`config.mk`:
```
export PLATFORM = sky130hd
export DESIGN_NAME = sd_controller_data_receiver
export DESIGN_NICKNAME = d
export VERILOG_FILES = /design/src/rtl/sd_controller_data_receiver.sv
export SDC_FILE = /design/constraint.sdc
export NUM_CORES = 1
export LEC_CHECK = 0
export ABC_CLOCK_PERIOD_IN_PS = 3150
export CAP_MARGIN = 40
export CORE_ASPECT_RATIO = 0.7
export CORE_MARGIN = 4
export CORE_UTILIZATION = 44
export CTS_BUF_LIST = sky130_fd_sc_hd__clkbuf_4
export DETAILED_ROUTE_END_ITERATION = 8
export PLACE_DENSITY = 0.68
export SLEW_MARGIN = 20
export SYNTH_ARGS = -nofsm -noshare
export SYNTH_HDL_FRONTEND = slang
export SYNTH_SLANG_ARGS = --single-unit
```
`constraint.sdc`:
```
create_clock -name aclk -period 3.15 [get_ports aclk]
set_clock_uncertainty 0.15 [all_clocks]
set_input_delay 0.4725 -clock aclk [delete_from_list [all_inputs] [get_ports aclk]]
set_output_delay 0.4725 -clock aclk [all_outputs]
set_load 0.02 [all_outputs]
```
`src/rtl/sd_controller_data_receiver.sv`:
```
// SD DAT receive path: start-bit detect, 512-byte block assembly into 32-bit words, CRC16/end-bit check.
// Optional build macro SD_RX_CRC_CHECK_EN enables the per-line CRC16 generators and compare.
//
// state      | meaning
// -----------+-----------------------------------------------------------
// IDLE       | no transfer; waits for start
// WAIT_BUF   | holds the SD clock until the buffer write half is free
// WAIT_START | counts strobes looking for the start bit, times out
// DATA       | shifts data symbols, writes one buffer word per 32 bits
// CRC        | consumes 16 CRC symbols per active line
// END        | samples the end bit on all active lines
// COMMIT     | writes the property word and hands the half to the reader

module sd_controller_data_receiver #(
   parameter int ADDR_WIDTH = 7,
   parameter int PROP_WIDTH = 32
) (
   input  logic                  aclk,
   input  logic                  aresetn,
   input  logic                  sd_clk_en,
   input  logic [3:0]            sd_dat,
   input  logic                  bus_width_4,
   input  logic                  start,
   input  logic [15:0]           block_count,
   input  logic [23:0]           timeout_cycles,
   input  logic                  abort,
   output logic                  busy,
   output logic                  done,
   output logic                  timeout_err,
   output logic                  crc_err,
   output logic                  clk_hold,
   output logic [ADDR_WIDTH-1:0] buf_waddr,
   output logic [31:0]           buf_wdata,
   output logic                  buf_we,
   output logic [PROP_WIDTH-1:0] buf_wprop,
   output logic                  buf_wupdate,
   input  logic                  buf_wvalid
);

   typedef enum logic [2:0] {
      S_IDLE, S_WAIT_BUF, S_WAIT_START, S_DATA, S_CRC, S_END, S_COMMIT
   } state_t;

   state_t state, state_next;

   logic                  mode4;
   logic [15:0]           blocks_left;
   logic [15:0]           blk_idx;
   logic [23:0]           tmo_cnt;
   logic [4:0]            sym_cnt;
   logic [ADDR_WIDTH-1:0] word_idx;
   logic [31:0]           sr;
   logic [3:0]            crc_cnt;
   logic                  end_err;

   logic                  start_bit;
   logic                  end_bad;
   logic                  crc_bad;
   logic                  last_word;
   logic                  last_block;
   logic [4:0]            sym_reload;
   logic [31:0]           sr_next;
   logic [PROP_WIDTH-1:0] prop;

   function automatic logic [31:0] swap_bytes(input logic [31:0] w);
      return {w[7:0], w[15:8], w[23:16], w[31:24]};
   endfunction

`ifdef SD_RX_CRC_CHECK_EN
   logic [15:0] crc_gen [4];
   logic [15:0] crc_rx  [4];

   function automatic logic [15:0] crc_step(input logic [15:0] c, input logic d);
      logic fb;
      fb = c[15] ^ d;
      return fb ? ({c[14:0], 1'b0} ^ 16'h1021) : {c[14:0], 1'b0};
   endfunction

   always_comb begin
      crc_bad = 1'b0;
      for (int i = 0; i < 4; i++) begin
         if ((mode4 || i == 0) && crc_gen[i] != crc_rx[i]) crc_bad = 1'b1;
      end
   end
`else
   assign crc_bad = 1'b0;
`endif

   // Stream is MSB-first per byte; the byte swap yields little-endian word packing.
   assign start_bit  = mode4 ? (sd_dat == 4'h0) : !sd_dat[0];
   assign end_bad    = mode4 ? (sd_dat != 4'hF) : !sd_dat[0];
   assign sr_next    = mode4 ? {sr[27:0], sd_dat} : {sr[30:0], sd_dat[0]};
   assign sym_reload = mode4 ? 5'd7 : 5'd31;
   assign last_word  = &word_idx;
   assign last_block = (blocks_left == 16'd1);

   always_comb begin
      prop        = '0;
      prop[15:0]  = blk_idx;
      prop[16]    = crc_bad;
      prop[17]    = end_err;
   end

   always_ff @(posedge aclk) begin
      if (!aresetn) state <= S_IDLE;
      else          state <= state_next;
   end

   always_comb begin
      state_next = state;
      clk_hold   = 1'b0;
      case (state)
         S_IDLE:
            if (start && !busy && block_count != 16'd0) state_next = S_WAIT_BUF;
         S_WAIT_BUF: begin
            clk_hold = 1'b1;
            if (buf_wvalid) state_next = S_WAIT_START;
         end
         S_WAIT_START:
            if (sd_clk_en) begin
               if (start_bit)                state_next = S_DATA;
               else if (tmo_cnt <= 24'd1)    state_next = S_IDLE;
            end
         S_DATA:
            if (sd_clk_en && sym_cnt == 5'd0 && last_word) state_next = S_CRC;
         S_CRC:
            if (sd_clk_en && crc_cnt == 4'd0) state_next = S_END;
         S_END:
            if (sd_clk_en) state_next = S_COMMIT;
         S_COMMIT:
            if (buf_wvalid) state_next = last_block ? S_IDLE : S_WAIT_BUF;
         default:
            state_next = S_IDLE;
      endcase
      if (abort) state_next = S_IDLE;
   end

   always_ff @(posedge aclk) begin
      if (!aresetn) begin
         busy        <= 1'b0;
         done        <= 1'b0;
         timeout_err <= 1'b0;
         crc_err     <= 1'b0;
         buf_we      <= 1'b0;
         buf_wupdate <= 1'b0;
         buf_waddr   <= '0;
         buf_wdata   <= '0;
         buf_wprop   <= '0;
         mode4       <= 1'b0;
         blocks_left <= '0;
         blk_idx     <= '0;
         tmo_cnt     <= '0;
         sym_cnt     <= '0;
         word_idx    <= '0;
         sr          <= '0;
         crc_cnt     <= '0;
         end_err     <= 1'b0;
`ifdef SD_RX_CRC_CHECK_EN
         for (int i = 0; i < 4; i++) begin
            crc_gen[i] <= '0;
            crc_rx[i]  <= '0;
         end
`endif
      end else begin
         buf_we      <= 1'b0;
         buf_wupdate <= 1'b0;
         done        <= 1'b0;
         // busy falls the cycle after done so a coincident start is still ignored
         if (done) busy <= 1'b0;
         if (abort) begin
            busy <= 1'b0;
         end else begin
            case (state)
               S_IDLE:
                  if (start && !busy) begin
                     mode4       <= bus_width_4;
                     blocks_left <= block_count;
                     blk_idx     <= '0;
                     timeout_err <= 1'b0;
                     crc_err     <= 1'b0;
                     busy        <= 1'b1;
                     if (block_count == 16'd0) done <= 1'b1;
                  end
               S_WAIT_BUF: begin
                  tmo_cnt  <= timeout_cycles;
                  sym_cnt  <= sym_reload;
                  word_idx <= '0;
                  crc_cnt  <= 4'd15;
`ifdef SD_RX_CRC_CHECK_EN
                  for (int i = 0; i < 4; i++) crc_gen[i] <= '0;
`endif
               end
               S_WAIT_START:
                  if (sd_clk_en && !start_bit) begin
                     if (tmo_cnt <= 24'd1) begin
                        timeout_err <= 1'b1;
                        done        <= 1'b1;
                     end else begin
                        tmo_cnt <= tmo_cnt - 24'd1;
                     end
                  end
               S_DATA:
                  if (sd_clk_en) begin
                     sr <= sr_next;
`ifdef SD_RX_CRC_CHECK_EN
                     for (int i = 0; i < 4; i++) begin
                        if (mode4 || i == 0) crc_gen[i] <= crc_step(crc_gen[i], sd_dat[i]);
                     end
`endif
                     if (sym_cnt == 5'd0) begin
                        buf_we    <= 1'b1;
                        buf_waddr <= word_idx;
                        buf_wdata <= swap_bytes(sr_next);
                        word_idx  <= word_idx + 1'b1;
                        sym_cnt   <= sym_reload;
                     end else begin
                        sym_cnt <= sym_cnt - 5'd1;
                     end
                  end
               S_CRC:
                  if (sd_clk_en) begin
`ifdef SD_RX_CRC_CHECK_EN
                     for (int i = 0; i < 4; i++) crc_rx[i] <= {crc_rx[i][14:0], sd_dat[i]};
`endif
                     crc_cnt <= crc_cnt - 4'd1;
                  end
               S_END:
                  if (sd_clk_en) end_err <= end_bad;
               S_COMMIT:
                  if (buf_wvalid) begin
                     buf_wupdate <= 1'b1;
                     buf_wprop   <= prop;
                     if (crc_bad || end_err) crc_err <= 1'b1;
                     blk_idx <= blk_idx + 16'd1;
                     if (last_block) done <= 1'b1;
                     else            blocks_left <= blocks_left - 16'd1;
                  end
               default: ;
            endcase
         end
      end
   end

endmodule

```
==> qor_table.md, run 1 <==
| Quantity | This run |
|:---|:---|
| Maximum number of pins on one net before global-route repair | 71 |
| Clock latency on the worst-skew pair | 580 ps |
| Number of pins exceeding their max-slew limit in the final report | 0 |
| Post-synth top area share | 41.8% |
| Post-Syn Area per Cell | 8.30 sq um |
| Vias post-DR | 7557 |
| Clock buffer count from CTS | 17 |
| Arrival time of the worst setup path | 2250 ps |
| TritonCTS clock tree | yes |
| Number of placed cells counting well taps | 1294 |
| Violation count after the first detailed-routing iteration | 725 |
| Buffer type at the clock tree root | sky130_fd_sc_hd__clkbuf_4 |
| Yosys synthesis warning count | 0 |
| Result of the run | finished, final reports clean |
| Crit path max-delay cell type | sky130_fd_sc_hd__clkdlybuf4s50_1 |
| Antenna cell count | 0 |
| TritonRoute pass-1 iters | 6 |
| Fraction of layout instances using a drive strength above 1 | 7.89% |
| Antenna violations before repair | 0 |
| Sequential-to-total area share from yosys stat | 41.8% |
| Place WS | 242 ps |
| Crit end category | output pin |
| Final Cycle Share | 91.3% |
| Worst IR Drop VDD | 0.170 mV |
| Placed wire-length estimate after detailed placement | 15.5 mm |
| Max cap viols | 0 |
| Register bit total from synthesis | 170 |
| DRC Markers | 0 |
| Per-cell via count in the routed design | 5.70 |
| Worst min path class | in2reg |
| Final count of hold timing violations | 0 |
| Layout Area Growth over Synthesis | 20.4% |
| Clock tree buffer depth | 2 |
| Unique cell type count in the Yosys netlist | 67 |
| Cell type with the highest aggregate area in the netlist | sky130_fd_sc_hd__dfxtp_1 |
| # setup viols final | 0 |
| Synth top area cells | sky130_fd_sc_hd__dfxtp_1, sky130_fd_sc_hd__nor2_1, sky130_fd_sc_hd__a211oi_1 |
| DIE AREA | 20800 sq um |
| Cts hold-fix bufs | 0 |
| Final critical-path required period | 2880 ps |
| Class of the most critical setup path | reg2out |
| Min setup slack post-route | 273 ps |
| Worst rel slew slack | 42.5% |
| Synthesized cell area | 8140 sq um |
| Setup repair after global routing missed its margin | no |
| Critical path startpoint category | flip-flop |
| Die width | 171 um |
| Cell family with most CP delay | buffers and inverters |
| Global-route wire length before repair | 35.6 mm |
| Core Footprint | 18100 sq um |
| Residual antenna-violating net count after detailed routing | 0 |
| Critical Path, Cell by Cell | nand2b_1 -> nand2b_1 -> clkinv_1 -> clkdlybuf4s50_1 |
| Number of port buffers | 113 |
| Post-route standard cell area excluding fillers | 9800 sq um |
| Most used cell, CP | sky130_fd_sc_hd__nand2b_1 |
| Total grt overflow | 0 |
| Clk pin slew, worst setup/hold paths | 130 ps |
| Power per cell area | 413 nW/um^2 |
| Post-detailed-route wirelength per cell | 16.5 um |
| Y dimension of the die | 122 um |
| Ys flop type | sky130_fd_sc_hd__dfxtp_1 |
| Most common cell in the synthesized netlist | sky130_fd_sc_hd__dfxtp_1 |
| Async set or reset register ratio after synthesis | 0% |
| Register-to-register setup slack | 370 ps |
| # H-tree levels | 4 |
| Delay of the slowest cell on the worst path | 580 ps |
| Placed instance area | 9530 sq um |
| Leakage power summed over all cells | 0.00334 uW |
| Post-CTS setup-driven buffer insertion count | 0 |
| Cells after synthesis | 981 |
| WP data required | 2530 ps |
| Number of flops mapped to enable cells by yosys | 0 |
| Ports placed on the boundary | 129 |
| Slew at the pin with the worst max-slew slack | 850 ps |
| Number of core rows | 41 |
| Crit path buffers/inverters | 2 |
| Maximum fanout along the worst path | 12 |
| Sum of negative setup slack | 0 ps |
| Tot GR Track Use | 21.1% |
| Final RePlAce weighted congestion | 0.928 |
| Number of nets in the layout | 1137 |
| Post-route insts no fill | 1326 |
| Sum of routed wire length over all layers | 21.9 mm |
| Core occupancy in the finished layout | 54.1% |
| Initial core utilization | 45.0% |
| Achievable Freq | 0.348 GHz |
| Commonest cells post-synth | sky130_fd_sc_hd__dfxtp_1, sky130_fd_sc_hd__nor2_1, sky130_fd_sc_hd__nand2_1 |
| Vias in the first global route | 6860 |
| Clock Sink Count | 170 |
[worst reg2reg max path: stages, from the launching register on]
cell and delay [ps]:
sky130_fd_sc_hd__dfxtp_1 380, sky130_fd_sc_hd__or4_1 650, sky130_fd_sc_hd__nor4b_2 370, sky130_fd_sc_hd__nand4_1 360
sky130_fd_sc_hd__nor3_1 450, sky130_fd_sc_hd__o21ai_0 190, sky130_fd_sc_hd__a21oi_1 160
[cell families (layout without fill, tap and decap cells)]
kind of cell / count (synthesis) / in the layout / synth area share, %
and+or+nand+nor: 359 / 359 / 20.9
AOI/OAI and AO/OA: 275 / 275 / 22.3
DFF: 170 / 170 / 41.8
buffers and inverters: 101 / 196 / 5.70
muxes: 48 / 48 / 5.90
xor gates and xnor gates: 18 / 18 / 1.94
adders and majority gates: 9 / 9 / 1.38
other: 1 / 15 / 0.0461
[cells in the final DEF (no fill, tap or decap), types with 10 or more instances in the layout]
| master | Yosys | routed |
|---|---|---|
| sky130_fd_sc_hd__dfxtp_1 | 170 | 167 |
| sky130_fd_sc_hd__nor2_1 | 148 | 147 |
| sky130_fd_sc_hd__clkdlybuf4s50_1 | 0 | 113 |
| sky130_fd_sc_hd__nand2_1 | 78 | 78 |
| sky130_fd_sc_hd__a21oi_1 | 68 | 68 |
| sky130_fd_sc_hd__a211oi_1 | 68 | 68 |
| sky130_fd_sc_hd__mux2i_1 | 48 | 48 |
| sky130_fd_sc_hd__o21ai_0 | 43 | 43 |
| sky130_fd_sc_hd__buf_4 | 16 | 28 |
| sky130_fd_sc_hd__nor3_1 | 22 | 22 |
| sky130_fd_sc_hd__clkbuf_4 | 0 | 20 |
| sky130_fd_sc_hd__nand3_1 | 18 | 18 |
| sky130_fd_sc_hd__o211ai_1 | 18 | 18 |
| sky130_fd_sc_hd__inv_1 | 18 | 17 |
| sky130_fd_sc_hd__xor2_1 | 15 | 15 |
| sky130_fd_sc_hd__conb_1 | 1 | 15 |
| sky130_fd_sc_hd__nor4_1 | 14 | 14 |
| sky130_fd_sc_hd__o31ai_1 | 13 | 13 |
| sky130_fd_sc_hd__nand4_1 | 11 | 11 |
| sky130_fd_sc_hd__and3_1 | 11 | 11 |
| sky130_fd_sc_hd__or3_1 | 10 | 10 |
| sky130_fd_sc_hd__a31oi_1 | 10 | 10 |
[where the power goes]
group	switching, uW	internal [uW]	total [uW]
clock network	813	429	1240
logic	367	223	590
registers	33.4	2180	2220
[worst paths after layout]
path	from	to	cells past startpoint
max	state[2]	clk_hold	4
min	bus_width_4	mode4	3
max reg2reg	tmo_cnt[15]	timeout_err	6
min reg2reg	buf_wdata[24]	buf_wdata[24]	2
[cell type report]
| type | count | area (sq um) |
|---|---|---|
| clock inverter | 12 | 116 |
| sequential | 170 | 3410 |
| fill | 1731 | 8310 |
| inverter | 19 | 73.8 |
| timing repair buffer | 145 | 1420 |
| multi-input combinational | 724 | 4340 |
| clock buffer | 20 | 150 |
| tap | 236 | 295 |
[repair_timing]
action | 4_1_cts | 5_1_grt
endpoints found under the setup margin | 1 | 1
resized for setup | 1 | 1
cloned | 0 | 0
[sequential cells by signal, indices dropped and copies added (netlist names), 3 cells and up]
signal       cells
blk_idx         16
blocks_left     16
buf_waddr        7
buf_wdata       32
buf_wprop       17
crc_cnt          4
sr              31
state            3
sym_cnt          5
tmo_cnt         24
word_idx         7
[metal layers]
layer / GRT usage (%) / wire length [um]
met5: 0 / 0
met4: 5.64 / 319
met3: 5.64 / 1910
met2: 29.3 / 8810
met1: 32.0 / 10900
[through the flow]
step	hold WS, ps	total power (uW)
6_report	276	4050
3_5_place_dp	303	2840
5_1_grt	292	4210
3_3_place_gp	295	2840
4_1_cts	232	4070
2_1_floorplan	290	2620
(Power assumes the default switching activity.)
==> run 2, diff against run 1 <==
CORE_UTILIZATION = 56   (was 44)
PLACE_DENSITY = 0.83   (was 0.68)
==> run 2 against run 1 <==
Effect of this change:
- clock power grew 15%
- register-to-register slack gained 150 ps
- largest power group unchanged
- count of clock-buffer cells in the layout down 1
- via count up 0.11%
- cell area is 0.18% higher
==> qor_table.md, run 2 (synthesized netlist as in run 1, its figures left out) <==
| Quantity | This run | vs previous |
|:---|:---|:---|
| Ports placed on the boundary | 129 | unchanged |
| Final RePlAce weighted congestion | 0.907 | -2.3% |
| Worst IR Drop VDD | 0.249 mV | +47% |
| Clock tree buffer depth | 2 | unchanged |
| Class of the most critical setup path | reg2out |  |
| Int Pwr | 3000 uW | +5.9% |
| Sum of routed wire length over all layers | 21.0 mm | -4.2% |
| Most frequent standard cell in the layout excluding fill and tap cells | sky130_fd_sc_hd__dfxtp_1 |  |
| Leakage power summed over all cells | 0.00337 uW | +1.1% |
| Worst min path class | reg2reg |  |
| Place WS | 265 ps | +23.8 ps |
| Total grt overflow | 0 | unchanged |
| Y dimension of the die | 109 um | -11% |
| Number of nets in the layout | 1139 | +0.18% |
| Fill count | 1145 | -34% |
| Top reg by flops | buf_wdata |  |
| Post-CTS setup-driven buffer insertion count | 0 | unchanged |
| Clock latency on the worst-skew pair | 580 ps | about the same |
| Critical path startpoint category | flip-flop |  |
| Vias in the first global route | 6835 | -0.36% |
| Violation count after the first detailed-routing iteration | 717 | -1.1% |
| Crit path max-delay cell type | sky130_fd_sc_hd__clkdlybuf4s50_1 |  |
| Layout Area Growth over Synthesis | 20.6% |  |
| Residual antenna-violating net count after detailed routing | 0 | unchanged |
| Largest register FFs | 32 | unchanged |
| # H-tree levels | 4 | unchanged |
| Switching share of power | 28.7% | -1.3 points |
| Fraction of layout instances using a drive strength above 1 | 7.97% | +0.077 points |
| Maximum fanout along the worst path | 9 | -3 |
| Number of gates resized after cts | 0 | -1 |
| Part of the total power dissipated in sequential elements | 52.7% | -2.1 points |
| Delay of the slowest cell on the worst path | 560 ps | -20 ps |
| Slew at the pin with the worst max-slew slack | 824 ps | -26.5 ps |
| Most used cell, CP | sky130_fd_sc_hd__nand2b_1 |  |
| Buffer type at the clock tree root | sky130_fd_sc_hd__clkbuf_4 |  |
| Achievable Freq | 0.343 GHz | -1.3% |
| Max cap viols | 0 | unchanged |
| Worst hold slack after final layout | 316 ps | +40.1 ps |
| Crit end category | output pin |  |
| Largest registers | buf_wdata: 32 flops, sr: 31 flops, tmo_cnt: 24 flops |  |
| Critical Path, Cell by Cell | nand2b_1 -> nand2b_1 -> clkinv_1 -> clkdlybuf4s50_1 |  |
| Worst rel slew slack | 45.1% | +2.6 points |
| Die width | 152 um | -11% |
| Maximum number of pins on one net before global-route repair | 71 | unchanged |
| Setup repair after global routing missed its margin | no |  |
| Post-route insts no fill | 1282 | -3.3% |
| TritonRoute pass-1 iters | 6 | unchanged |
| Proportion of power drawn by combinational gates | 13.6% | -1.0 points |
| Clock Sink Count | 170 | unchanged |
| Arrival time of the worst setup path | 2290 ps | +40 ps |
| Core Footprint | 14100 sq um | -22% |
| Most frequent cells in the layout | sky130_fd_sc_hd__dfxtp_1, sky130_fd_sc_hd__nor2_1, sky130_fd_sc_hd__clkdlybuf4s50_1 |  |
| Tot GR Track Use | 25.1% | +4.0 points |
| Final count of hold timing violations | 0 | unchanged |
| Antenna cell count | 0 | unchanged |
| Clk pin slew, worst setup/hold paths | 150 ps | +20 ps |
| Final critical-path required period | 2910 ps | +36.5 ps |
| Per-cell via count in the routed design | 5.90 | +3.5% |
| Clock buffer count from CTS | 17 | unchanged |
| Number of port buffers | 113 | unchanged |
| Switching Power | 1210 uW | -0.42% |
| WP data required | 2530 ps | about the same |
| TritonCTS clock tree | yes |  |
| Min setup slack post-route | 237 ps | -36.5 ps |
| DRC Markers | 0 | unchanged |
| # setup viols final | 0 | unchanged |
| Result of the run | finished, final reports clean |  |
| Placed wire-length estimate after detailed placement | 14.9 mm | -4.1% |
| Power per cell area | 429 nW/um^2 | +3.8% |
| Post-detailed-route wirelength per cell | 16.4 um | -0.89% |
| Number of placed cells counting well taps | 1250 | -3.4% |
| Initial core utilization | 57.9% | +13 points |
| Final Cycle Share | 92.5% | +1.2 points |
| DIE AREA | 16600 sq um | -20% |
| Vias post-DR | 7565 | +0.11% |
| Global-route wire length before repair | 34.3 mm | -3.7% |
| Number of core rows | 36 | -12% |
| Core occupancy in the finished layout | 69.9% | +16 points |
| Part of the total power dissipated in the clock network | 33.7% | +3.0 points |
| Antenna violations before repair | 0 | unchanged |
| Number of pins exceeding their max-slew limit in the final report | 0 | unchanged |
| Sum of negative setup slack | 0 ps | unchanged |
| Cts hold-fix bufs | 0 | unchanged |
[run 2: changes by cell type in the layout (fill, tap and decap cells not counted), sizes merged]
cell / before / now
buf: 32 / 34
bufinv: 1 / 3
clkbuf: 20 / 19
clkinv: 6 / 5
clkinvlp: 2 / 1
inv: 22 / 23
[run 2: through the flow]
stage	instance area, sq um	total power, uW
finish	9820	4210
global route	9820	4390
CTS	9820	4220
detailed placement	9490	2820
global placement	9490	2810
floorplan	8190	2620
[run 2: power groups by stage]
stage	Combinational (uW)	Clock [uW]	Sequential (uW)
2_1_floorplan	364	0	2260
3_3_place_gp	552	0	2260
3_5_place_dp	559	0	2260
4_1_cts	562	1440	2220
5_1_grt	623	1540	2220
6_report	574	1420	2220
[run 2: area by class of cell]
cell class | instances | area, sq um | area share (%)
multi-input combinational | 724 | 4340 | 44.2
sequential | 170 | 3410 | 34.7
timing repair buffer | 147 | 1440 | 14.6
tap | 190 | 238 | 2.42
clock inverter | 13 | 185 | 1.89
clock buffer | 19 | 143 | 1.45
inverter | 19 | 73.8 | 0.752
[run 2: critical path: cells and delay by family, from the launching register on]
family	cells	cell delay, ps
DFF	1	520
buffers and inverters	2	710
and+or+nand+nor	2	490
[run 2: worst paths after layout]
kind                    from  slack (ps)  depth (start not counted)        endpoint
max reg2reg  blocks_left[10]         520                          6  blocks_left[9]
max                 state[2]         240                          4        clk_hold
min reg2reg     buf_waddr[4]         320                          2    buf_waddr[4]
min             buf_waddr[4]         320                          2    buf_waddr[4]
[run 2: layer usage]
layer | track usage (%) | vias to the layer above | wire length (um)
met3 | 4.13 | 30 | 1560
met2 | 37.7 | 309 | 9050
met1 | 37.1 | 3483 | 10100
met5 | 0 | - | 0
li1 | - | 3743 | -
met4 | 7.63 | 0 | 293
